--- src/rtl/crc_frame_sequencer.sv ---
`default_nettype none
// +--------------------------------------------------------------------------+
// | Module      : crc_frame_sequencer                                        |
// | Description : Walks a received frame byte by byte through an external    |
// |               CRC-16 engine, then compares the result with the two CRC   |
// |               bytes that close the frame.                                |
// | Option      : define CRC_SEQ_TIMEOUT_EN to add the engine-handshake      |
// |               watchdog and its timeout_err output.                       |
// | Revision    : 1.0 - initial release                                      |
// +--------------------------------------------------------------------------+
module crc_frame_sequencer #(
   parameter int MAX_LEN = 32,
   parameter int TMO_CYC = 64
) (
   input  logic        clk,
   input  logic        reset,
   input  logic        frame_valid,
   input  logic [5:0]  frame_len,
   output logic [5:0]  rd_addr,
   input  logic [7:0]  rd_data,
   output logic        crc_clr,
   output logic        crc_start,
   output logic [7:0]  crc_byte,
   input  logic        crc_busy,
   input  logic [15:0] crc_value,
   output logic        busy,
   output logic        done,
   output logic        crc_ok,
   output logic        len_err,
`ifdef CRC_SEQ_TIMEOUT_EN
   output logic        timeout_err,
`endif
   output logic [15:0] crc_out
);

   localparam logic [3:0] c_IDLE    = 4'd0;
   localparam logic [3:0] c_CLEAR   = 4'd1;
   localparam logic [3:0] c_FETCH   = 4'd2;
   localparam logic [3:0] c_LOAD    = 4'd3;
   localparam logic [3:0] c_STROBE  = 4'd4;
   localparam logic [3:0] c_WAIT_HI = 4'd5;
   localparam logic [3:0] c_WAIT_LO = 4'd6;
   localparam logic [3:0] c_CAPT_LO = 4'd7;
   localparam logic [3:0] c_CAPT_HI = 4'd8;
   localparam logic [3:0] c_COMPARE = 4'd9;
   localparam logic [3:0] c_DONE    = 4'd10;

   logic [3:0] r_state;
   logic [5:0] r_len;
   logic [5:0] r_index;
   logic [7:0] r_crc_lo;

   logic [5:0] w_index_next;
   logic [5:0] w_payload_len;
   logic       w_len_bad;
   logic       w_tmo_hit;

   assign w_index_next  = r_index + 6'd1;
   assign w_payload_len = r_len - 6'd2;
   // Shortest useful frame is one payload byte plus the two CRC bytes.
   assign w_len_bad     = (frame_len < 6'd3) || ({26'd0, frame_len} > MAX_LEN);

`ifdef CRC_SEQ_TIMEOUT_EN
   localparam int c_TMO_W = $clog2(TMO_CYC + 1);

   logic [c_TMO_W-1:0] r_tmo_cnt;

   assign w_tmo_hit = (r_tmo_cnt == c_TMO_W'(TMO_CYC - 1));

   // Counts consecutive cycles spent waiting on one engine handshake edge.
   always_ff @(posedge clk or posedge reset) begin
      if (reset) begin
         r_tmo_cnt <= '0;
      end else if (((r_state == c_WAIT_HI) && !crc_busy) ||
                   ((r_state == c_WAIT_LO) && crc_busy)) begin
         r_tmo_cnt <= r_tmo_cnt + 1'b1;
      end else begin
         r_tmo_cnt <= '0;
      end
   end
`else
   assign w_tmo_hit = 1'b0;

   // Without the watchdog TMO_CYC has no effect; keep it referenced.
   if (TMO_CYC < 1) begin : g_tmo_cfg_ignored
   end
`endif

   // Frame sequencing: clear engine, feed payload bytes, capture and compare CRC.
   always_ff @(posedge clk or posedge reset) begin
      if (reset) begin
         r_state   <= c_IDLE;
         r_len     <= '0;
         r_index   <= '0;
         r_crc_lo  <= '0;
         rd_addr   <= '0;
         crc_clr   <= 1'b0;
         crc_start <= 1'b0;
         crc_byte  <= '0;
         busy      <= 1'b0;
         done      <= 1'b0;
         crc_ok    <= 1'b0;
         len_err   <= 1'b0;
         crc_out   <= '0;
`ifdef CRC_SEQ_TIMEOUT_EN
         timeout_err <= 1'b0;
`endif
      end else begin
         crc_clr <= 1'b0;
         done    <= 1'b0;
         case (r_state)
            c_IDLE: begin
               if (frame_valid) begin
                  r_len   <= frame_len;
                  crc_ok  <= 1'b0;
                  len_err <= w_len_bad;
                  busy    <= 1'b1;
`ifdef CRC_SEQ_TIMEOUT_EN
                  timeout_err <= 1'b0;
`endif
                  if (w_len_bad) begin
                     r_state <= c_DONE;
                  end else begin
                     // Engine clear is visible during the CLEAR cycle only.
                     crc_clr <= 1'b1;
                     r_state <= c_CLEAR;
                  end
               end
            end
            c_CLEAR: begin
               r_index <= '0;
               rd_addr <= '0;
               r_state <= c_FETCH;
            end
            c_FETCH: begin
               // rd_addr already holds the index; data returns next cycle.
               r_state <= c_LOAD;
            end
            c_LOAD: begin
               crc_byte <= rd_data;
               r_state  <= c_STROBE;
            end
            c_STROBE: begin
               crc_start <= 1'b1;
               r_state   <= c_WAIT_HI;
            end
            c_WAIT_HI: begin
               if (crc_busy) begin
                  crc_start <= 1'b0;
                  r_state   <= c_WAIT_LO;
               end else if (w_tmo_hit) begin
                  crc_start <= 1'b0;
                  crc_ok    <= 1'b0;
`ifdef CRC_SEQ_TIMEOUT_EN
                  timeout_err <= 1'b1;
`endif
                  r_state   <= c_DONE;
               end
            end
            c_WAIT_LO: begin
               if (!crc_busy) begin
                  r_index <= w_index_next;
                  if (w_index_next < w_payload_len) begin
                     rd_addr <= w_index_next;
                     r_state <= c_FETCH;
                  end else begin
                     rd_addr <= w_payload_len;
                     r_state <= c_CAPT_LO;
                  end
               end else if (w_tmo_hit) begin
                  crc_ok  <= 1'b0;
`ifdef CRC_SEQ_TIMEOUT_EN
                  timeout_err <= 1'b1;
`endif
                  r_state <= c_DONE;
               end
            end
            c_CAPT_LO: begin
               // Low CRC byte address is on the bus; request the high byte next.
               rd_addr <= r_len - 6'd1;
               r_state <= c_CAPT_HI;
            end
            c_CAPT_HI: begin
               r_crc_lo <= rd_data;
               r_state  <= c_COMPARE;
            end
            c_COMPARE: begin
               crc_out <= crc_value;
               crc_ok  <= (crc_value == {rd_data, r_crc_lo});
               r_state <= c_DONE;
            end
            c_DONE: begin
               done    <= 1'b1;
               busy    <= 1'b0;
               r_state <= c_IDLE;
            end
            default: begin
               r_state <= c_IDLE;
            end
         endcase
      end
   end

endmodule
`default_nettype wire

--- config.mk ---
export PLATFORM = sky130hd
export DESIGN_NAME = crc_frame_sequencer
export DESIGN_NICKNAME = d
export VERILOG_FILES = /design/src/rtl/crc_frame_sequencer.sv
export SDC_FILE = /design/constraint.sdc
export NUM_CORES = 1
export LEC_CHECK = 0
export CAP_MARGIN = 20
export CORE_MARGIN = 10
export CORE_UTILIZATION = 55
export CTS_BUF_LIST = sky130_fd_sc_hd__clkbuf_2 sky130_fd_sc_hd__clkbuf_4 sky130_fd_sc_hd__clkbuf_8
export DETAILED_ROUTE_END_ITERATION = 12
export HOLD_SLACK_MARGIN = 0.02
export PLACE_DENSITY = 0.86
export SYNTH_ARGS = -nofsm -noshare
export SYNTH_HDL_FRONTEND = slang
export SYNTH_SLANG_ARGS = --single-unit
--- constraint.sdc ---
create_clock -name clk -period 5.7 [get_ports clk]
set_input_delay 1.14 -clock clk [delete_from_list [all_inputs] [get_ports clk]]
set_output_delay 1.14 -clock clk [all_outputs]
set_load 0.05 [all_outputs]
==> metrics, run 1 <==
DIE AREA=9093 sq um; Worst EP arrival=2.94 ns; Placed Area=3837 sq um; max frequency=0.3683 GHz; CP max FO=12; RSZ-0062 raised after global routing=no; largest family of logic cells by synthesized area=multiplexers; Internal=1.323 mW; Primary FF master, synth=dfrtp_1; Top cell by count, worst path=ha_1; Sw Ratio=0.4504; Fill cells=376; Worst setup EP type=flop; post-route DRC violation count=0; TritonCTS Buffers=9; Sw Pwr=1.084 mW; setup TNS=0 ns; Max stage delay cell, worst path=dfrtp_1; initial antenna violation count=0; CTS tree=built; ANT cells=0; Seq cells post-synth=60; largest delay contributor family on the critical path=compound AO/OA/AOI/OAI gates; drt first pass iters=4; post-synthesis sequential area ratio=0.4808; vias in the first global route=2,468; Initial Util=0.5671; I/O Pins=70; Overflow after GRT=0; clk_lat worst skew=0.34 ns; Largest stage delay, worst path=0.46 ns; CP Launch Type=flop; Rows=27; die width=95.36 um; Crit path buffers/inverters=0; Reg power frac=0.316; register area=1501 sq um; vias per inst=5.652; Slew @ Worst Pin=0.8267 ns; CTS sink cnt=60; max-slew headroom at the worst pin=0.4489; post-synthesis share of cell area spent on xor and xnor gates=0.07572; GRT Total Usage=0.1757; # hold bufs at CTS=0; VDD IR max=0.3371 mV; Antenna Nets Post-Route=0; Port Buffers=69; max cap viols=0; Detailed Route Iter0 Violations=117; post-route clock period utilization=0.4763; status=complete, no violations; Post-CTS Setup Inserts=0; die height=95.36 um; clock power share=0.156; Fin. Hold Viols=0; compound-gate portion of the synthesized area=0.1214; synthesis-to-finish area growth=29.01%; gpl congestion=0.8029; crit path time final=2.715 ns; core area=5507 sq um; PostCTS Resize Cnt=0; cell area after layout=4029 sq um; Final Setup Violations=0; Post-Route WL=7.520 mm; syn nets=318; Post-synth EDFFs=0; CTS Buffer Depth=2; Combinational Power Share=0.528; largest net degree at the start of global routing=61; Post-DP HPWL=5.595 mm; pwr/cell area=597.4 nW/um^2; routed len/inst=17.78 um; Syn Area/Cell=11.32 sq um; synthesized area=3123 sq um; Synth Area in Adders=0.03205; global-route wire length before repair=12.48 mm; Max Transition Viols Final=0; post-synthesis cell type count=49; via count=2,391; WP data required=5.93 ns; nets=388; Synth Area in Simple Gates=0.1154; H-tree lvl count=3; Synth warnings=0; Mapped Cells=276; Final Skew=0.008374 ns; CP Cell Sequence=ha_1 > xor2_1 > ha_1 > a21o_1 > a31oi_1 > a211oi_2 > or3_1 > a32o_1; critical path type=flop to flop; post-synthesis mux area share=0.1402; Clk pin slew, worst setup/hold paths=0.07 ns; Static Leak=1.694 nW; Multi-input gate area=1514 sq um; ys async rst share=1.000; CTS Root Cell=clkbuf_8; layout cells sized above 1=0.1852; worst min-delay path class=flop to flop
layer usage:
metal / routed length [um] / up-vias / GRT usage / share of wire
met1: 3170 / 1185 / 0.2062 / 0.42
met2: 3846 / 64 / 0.2994 / 0.51
li1: - / 1128 / - / -
met3: 363 / 14 / 0.03614 / 0.048
met4: 139 / 0 / 0.08603 / 0.018
met5: 0 / - / 0 / 0
registers in the layout, indices dropped and copies added (netlist names):
signal and count:
busy 1, crc_byte 8, crc_clr 1, crc_ok 1, crc_out 16, crc_start 1
done 1, len_err 1, r_crc_lo 8, r_index 6, r_len 6, r_state 4
rd_addr 6
cell usage after synthesis (6+ instances only):
library cell | n | area (sq um)
mux2_2 | 38 | 427.9
o21ai_0 | 9 | 45.04
ha_1 | 8 | 100.1
xnor2_1 | 22 | 192.7
a21oi_1 | 10 | 50.05
nor3_1 | 6 | 30.03
nor2_1 | 13 | 48.80
nand2_1 | 18 | 67.56
inv_1 | 7 | 26.28
dfrtp_1 | 60 | 1501
nand2b_1 | 6 | 37.54
power groups by stage:
| stage | logic, mW | clock network [mW] | registers (mW) |
|---|---|---|---|
| floorplan | 0.555 | 0 | 1.10 |
| global placement | 1.25 | 0 | 0.753 |
| detailed placement | 1.28 | 0 | 0.765 |
| CTS | 1.28 | 0.383 | 0.758 |
| global route | 1.36 | 0.401 | 0.781 |
| finish | 1.27 | 0.375 | 0.760 |
cell type report:
type	instances	share of cell area
multi-input cells	197	0.3758
flip-flops and latches	60	0.3727
repair buffers	71	0.1752
clock buffers	11	0.03447
well taps	72	0.02236
clock inverters	5	0.01304
inverters	7	0.006522
per-stage QoR:
step / setup slack, ns / utilization / hold WS, ns / instances / total power, mW
3_5_place_dp: 2.902 / 0.6969 / 0.4920 / 407 / 2.043
5_1_grt: 2.844 / 0.7317 / 0.5147 / 423 / 2.542
6_report: 2.985 / 0.7317 / 0.5037 / 423 / 2.407
3_3_place_gp: 2.964 / 0.6969 / 0.4883 / 407 / 2.002
4_1_cts: 2.989 / 0.7317 / 0.5077 / 423 / 2.424
2_1_floorplan: 3.075 / - / 0.4948 / 276 / 1.659
worst register-to-register path, stage by stage, from the launching register on:
cell and delay (ns):
dfrtp_1 0.46, ha_1 0.27, xor2_1 0.25, ha_1 0.28, a21o_1 0.18, a31oi_1 0.25
a211oi_2 0.24, or3_1 0.42, a32o_1 0.26
layout by cell type, fill, tap and decap left out, types with 2 or more instances in the layout:
cell              n
a211oi_1          2
a21boi_0          2
a21o_1            3
a21oi_1          10
a22o_1            4
a22oi_1           2
a31oi_1           2
and3_1            2
buf_4             2
clkbuf_4          2
clkbuf_8          9
clkdlybuf4s50_1  69
clkinv_2          3
dfrtp_1          60
ha_1              8
inv_1             6
mux2_2           38
nand2_1          18
nand2b_1          6
nand3_1           5
nand4_1           4
nor2_1           13
nor2_2            2
nor2b_1           4
nor3_1            6
o211ai_1          2
o21a_1            3
o21ai_0           9
o21ai_1           2
o31ai_1           4
or3_1             2
xnor2_1          22
xor2_1            5
worst paths after layout:
| check | slack, ns | from | to | cells after the start |
|---|---|---|---|---|
| setup / recovery | 2.98 | r_index[0] | rd_addr[5] | 8 |
| hold / removal | 0.50 | crc_start | crc_start | 1 |
| setup reg to reg | 2.98 | r_index[0] | rd_addr[5] | 8 |
| hold reg to reg | 0.50 | crc_start | crc_start | 1 |
| max in group asynchronous | 3.86 | reset | crc_out[15] | 3 |
| min in group asynchronous | 1.33 | reset | crc_byte[6] | 3 |
cells by family after synthesis:
| family | after synthesis |
|---|---|
| buf+inv | 19 |
| flops | 60 |
| fa+ha+maj | 8 |
| simple gates | 69 |
| xor+xnor | 27 |
| mux | 39 |
| compound gates | 54 |
(Power assumes the default switching activity.)
==> run 2: changes to the inputs <==
- CORE_UTILIZATION: 55 -> 52
- PLACE_DENSITY: 0.86 -> 0.82
- clock period: 5.7 -> 2.57 ns (I/O delays scaled with it)
==> run 2 against run 1 <==
  * Wire length increased by 6.4%
  * Final cell count up 2.8%
  * Clock power up 140%
  * Total power rose by 140%
  * Setup slack lost 2.9 ns
  * Sequential share of layout area down 1.8 points
  * Critical endpoint unchanged
==> metrics, run 2 (synthesis results as in run 1) <==
vias per inst=5.701; vias in the first global route=2,583; Detailed Route Iter0 Violations=92; Fin. Hold Viols=0; max frequency=0.3982 GHz; CP Launch Type=flop; die width=97.50 um; Antenna Nets Post-Route=0; most flop-heavy register=crc_out; fin worst setup slack=0.05843 ns; met3 wire length=318 um; Final Setup Violations=0; critical path type=flop to flop; gpl congestion=0.8840; routed length on met2=4.103 mm; post-route DRC violation count=0; crit path time final=2.512 ns; Initial Util=0.5306; routed len/inst=18.39 um; VDD IR max=0.6430 mV; CTS Root Cell=clkbuf_8; Place WS=0.03110 ns; WP data required=2.81 ns; Worst setup EP type=flop; Port Buffers=69; most frequent cells in the layout=69 x clkdlybuf4s50_1, 59 x dfrtp_1, 38 x mux2_2, 21 x xnor2_1, 17 x nand2_1; H-tree lvl count=3; Clk pin slew, worst setup/hold paths=0.07 ns; CTS Buffer Depth=2; core area=5886 sq um; CP max FO=6; max reg flops=16; Slew @ Worst Pin=0.6950 ns; die height=97.50 um; CTS sink cnt=60; synthesis-to-finish area growth=35.62%; GRT Total Usage=0.1626; Post-DP HPWL=5.920 mm; Fill cells=409; R2R Path Start=r_index[1]; clk_lat worst skew=0.35 ns; highest routed layer=met4; commonest non-fill, non-tap cell in the layout=clkdlybuf4s50_1; worst min-delay path class=input port to async pin; Max Transition Viols Final=0; via count=2,480; pwr/cell area=1354 nW/um^2; max cap viols=0; Reg2Reg Depth=8; biggest regs=crc_out: 16 flops, crc_byte: 8 flops, r_crc_lo: 8 flops; Rows=28; post-route clock period utilization=0.9773; reg-to-reg endpoint=rd_addr[5]; global-route wire length before repair=12.68 mm; Post-Route WL=8.000 mm; Worst R2R Setup Slack=0.06 ns; Worst EP arrival=2.75 ns; I/O Pins=70; Overflow after GRT=0; initial antenna violation count=0; drt first pass iters=5; layout cells sized above 1=0.2333; max-slew headroom at the worst pin=0.5351; nets=398; Final Skew=0.009800 ns; utilization after layout=0.7196; DIE AREA=9505 sq um; TritonCTS Buffers=9; largest net degree at the start of global routing=24; Static Leak=1.764 nW; M1 WL=3.307 mm; CTS tree=built; status=complete, no violations; ANT cells=0
==> run 2: how the worst max path moves through the flow <==
stage	to	cells after the start	slack (ns)	start
6_report	rd_addr[5]	8	0.06	r_index[1]
4_1_cts	rd_addr[5]	8	0.01	r_index[1]
3_3_place_gp	rd_addr[5]	8	0.11	r_index[1]
2_1_floorplan	rd_addr[5]	8	0.25	r_index[0]
3_5_place_dp	rd_addr[5]	8	0.03	r_index[1]
5_1_grt	rd_addr[0]	10	-0.03	r_len[2]
==> run 2: power by group <==
group / switching [mW] / internal [mW]
clock: 0.370 / 0.547
sequential: 0.324 / 1.35
combinational: 1.89 / 1.25
total: 2.59 / 3.15
==> run 2: metal layers <==
layer,up-vias,track usage
li1,1146,-
met1,1225,0.1855
met2,86,0.2800
met3,23,0.02987
met4,0,0.08725
met5,-,0
==> run 2: worst max-delay path, cell delays in order, from the launching register on <==
cell and delay (ns):
dfrtp_1 0.41, ha_2 0.25, xor2_2 0.22, ha_4 0.25, a21o_1 0.20, a31oi_4 0.28
a211oi_4 0.14, or3_1 0.40, a32o_1 0.26
==> run 2: area by class of cell <==
class / count / area, sq um / area share
Tap cell: 75 / 93.84 / 0.02216
Inverter: 7 / 26.28 / 0.006204
Clock inverter: 5 / 77.57 / 0.01832
Multi-Input combinational cell: 198 / 1614 / 0.3811
Timing Repair Buffer: 80 / 789.5 / 0.1864
Clock buffer: 10 / 131.4 / 0.03102
Sequential cell: 60 / 1503 / 0.3548
==> run 2: repair_timing <==
action / 4_1_cts / 5_1_grt
resized for setup: 0 / 15
hold endpoints to repair: 0 / 0
endpoints found under the setup margin: 0 / 7
hold buffers: 0 / 0
buffers inserted: 0 / 2
==> run 2: metrics by stage <==
stage                     std cells  hold slack (ns)  total power [mW]  instance area [sq um]  TNS [ns]
final                           435           0.4782             5.735                   4235         0
after CTS                       432           0.4882             5.507                   4115         0
after global routing            435           0.5079             6.032                   4235  -0.07848
after floorplan                 276           0.4948             3.680                   3123         0
after global placement          417           0.4819             4.481                   3906         0
after detailed placement        417           0.4892             4.571                   3906         0
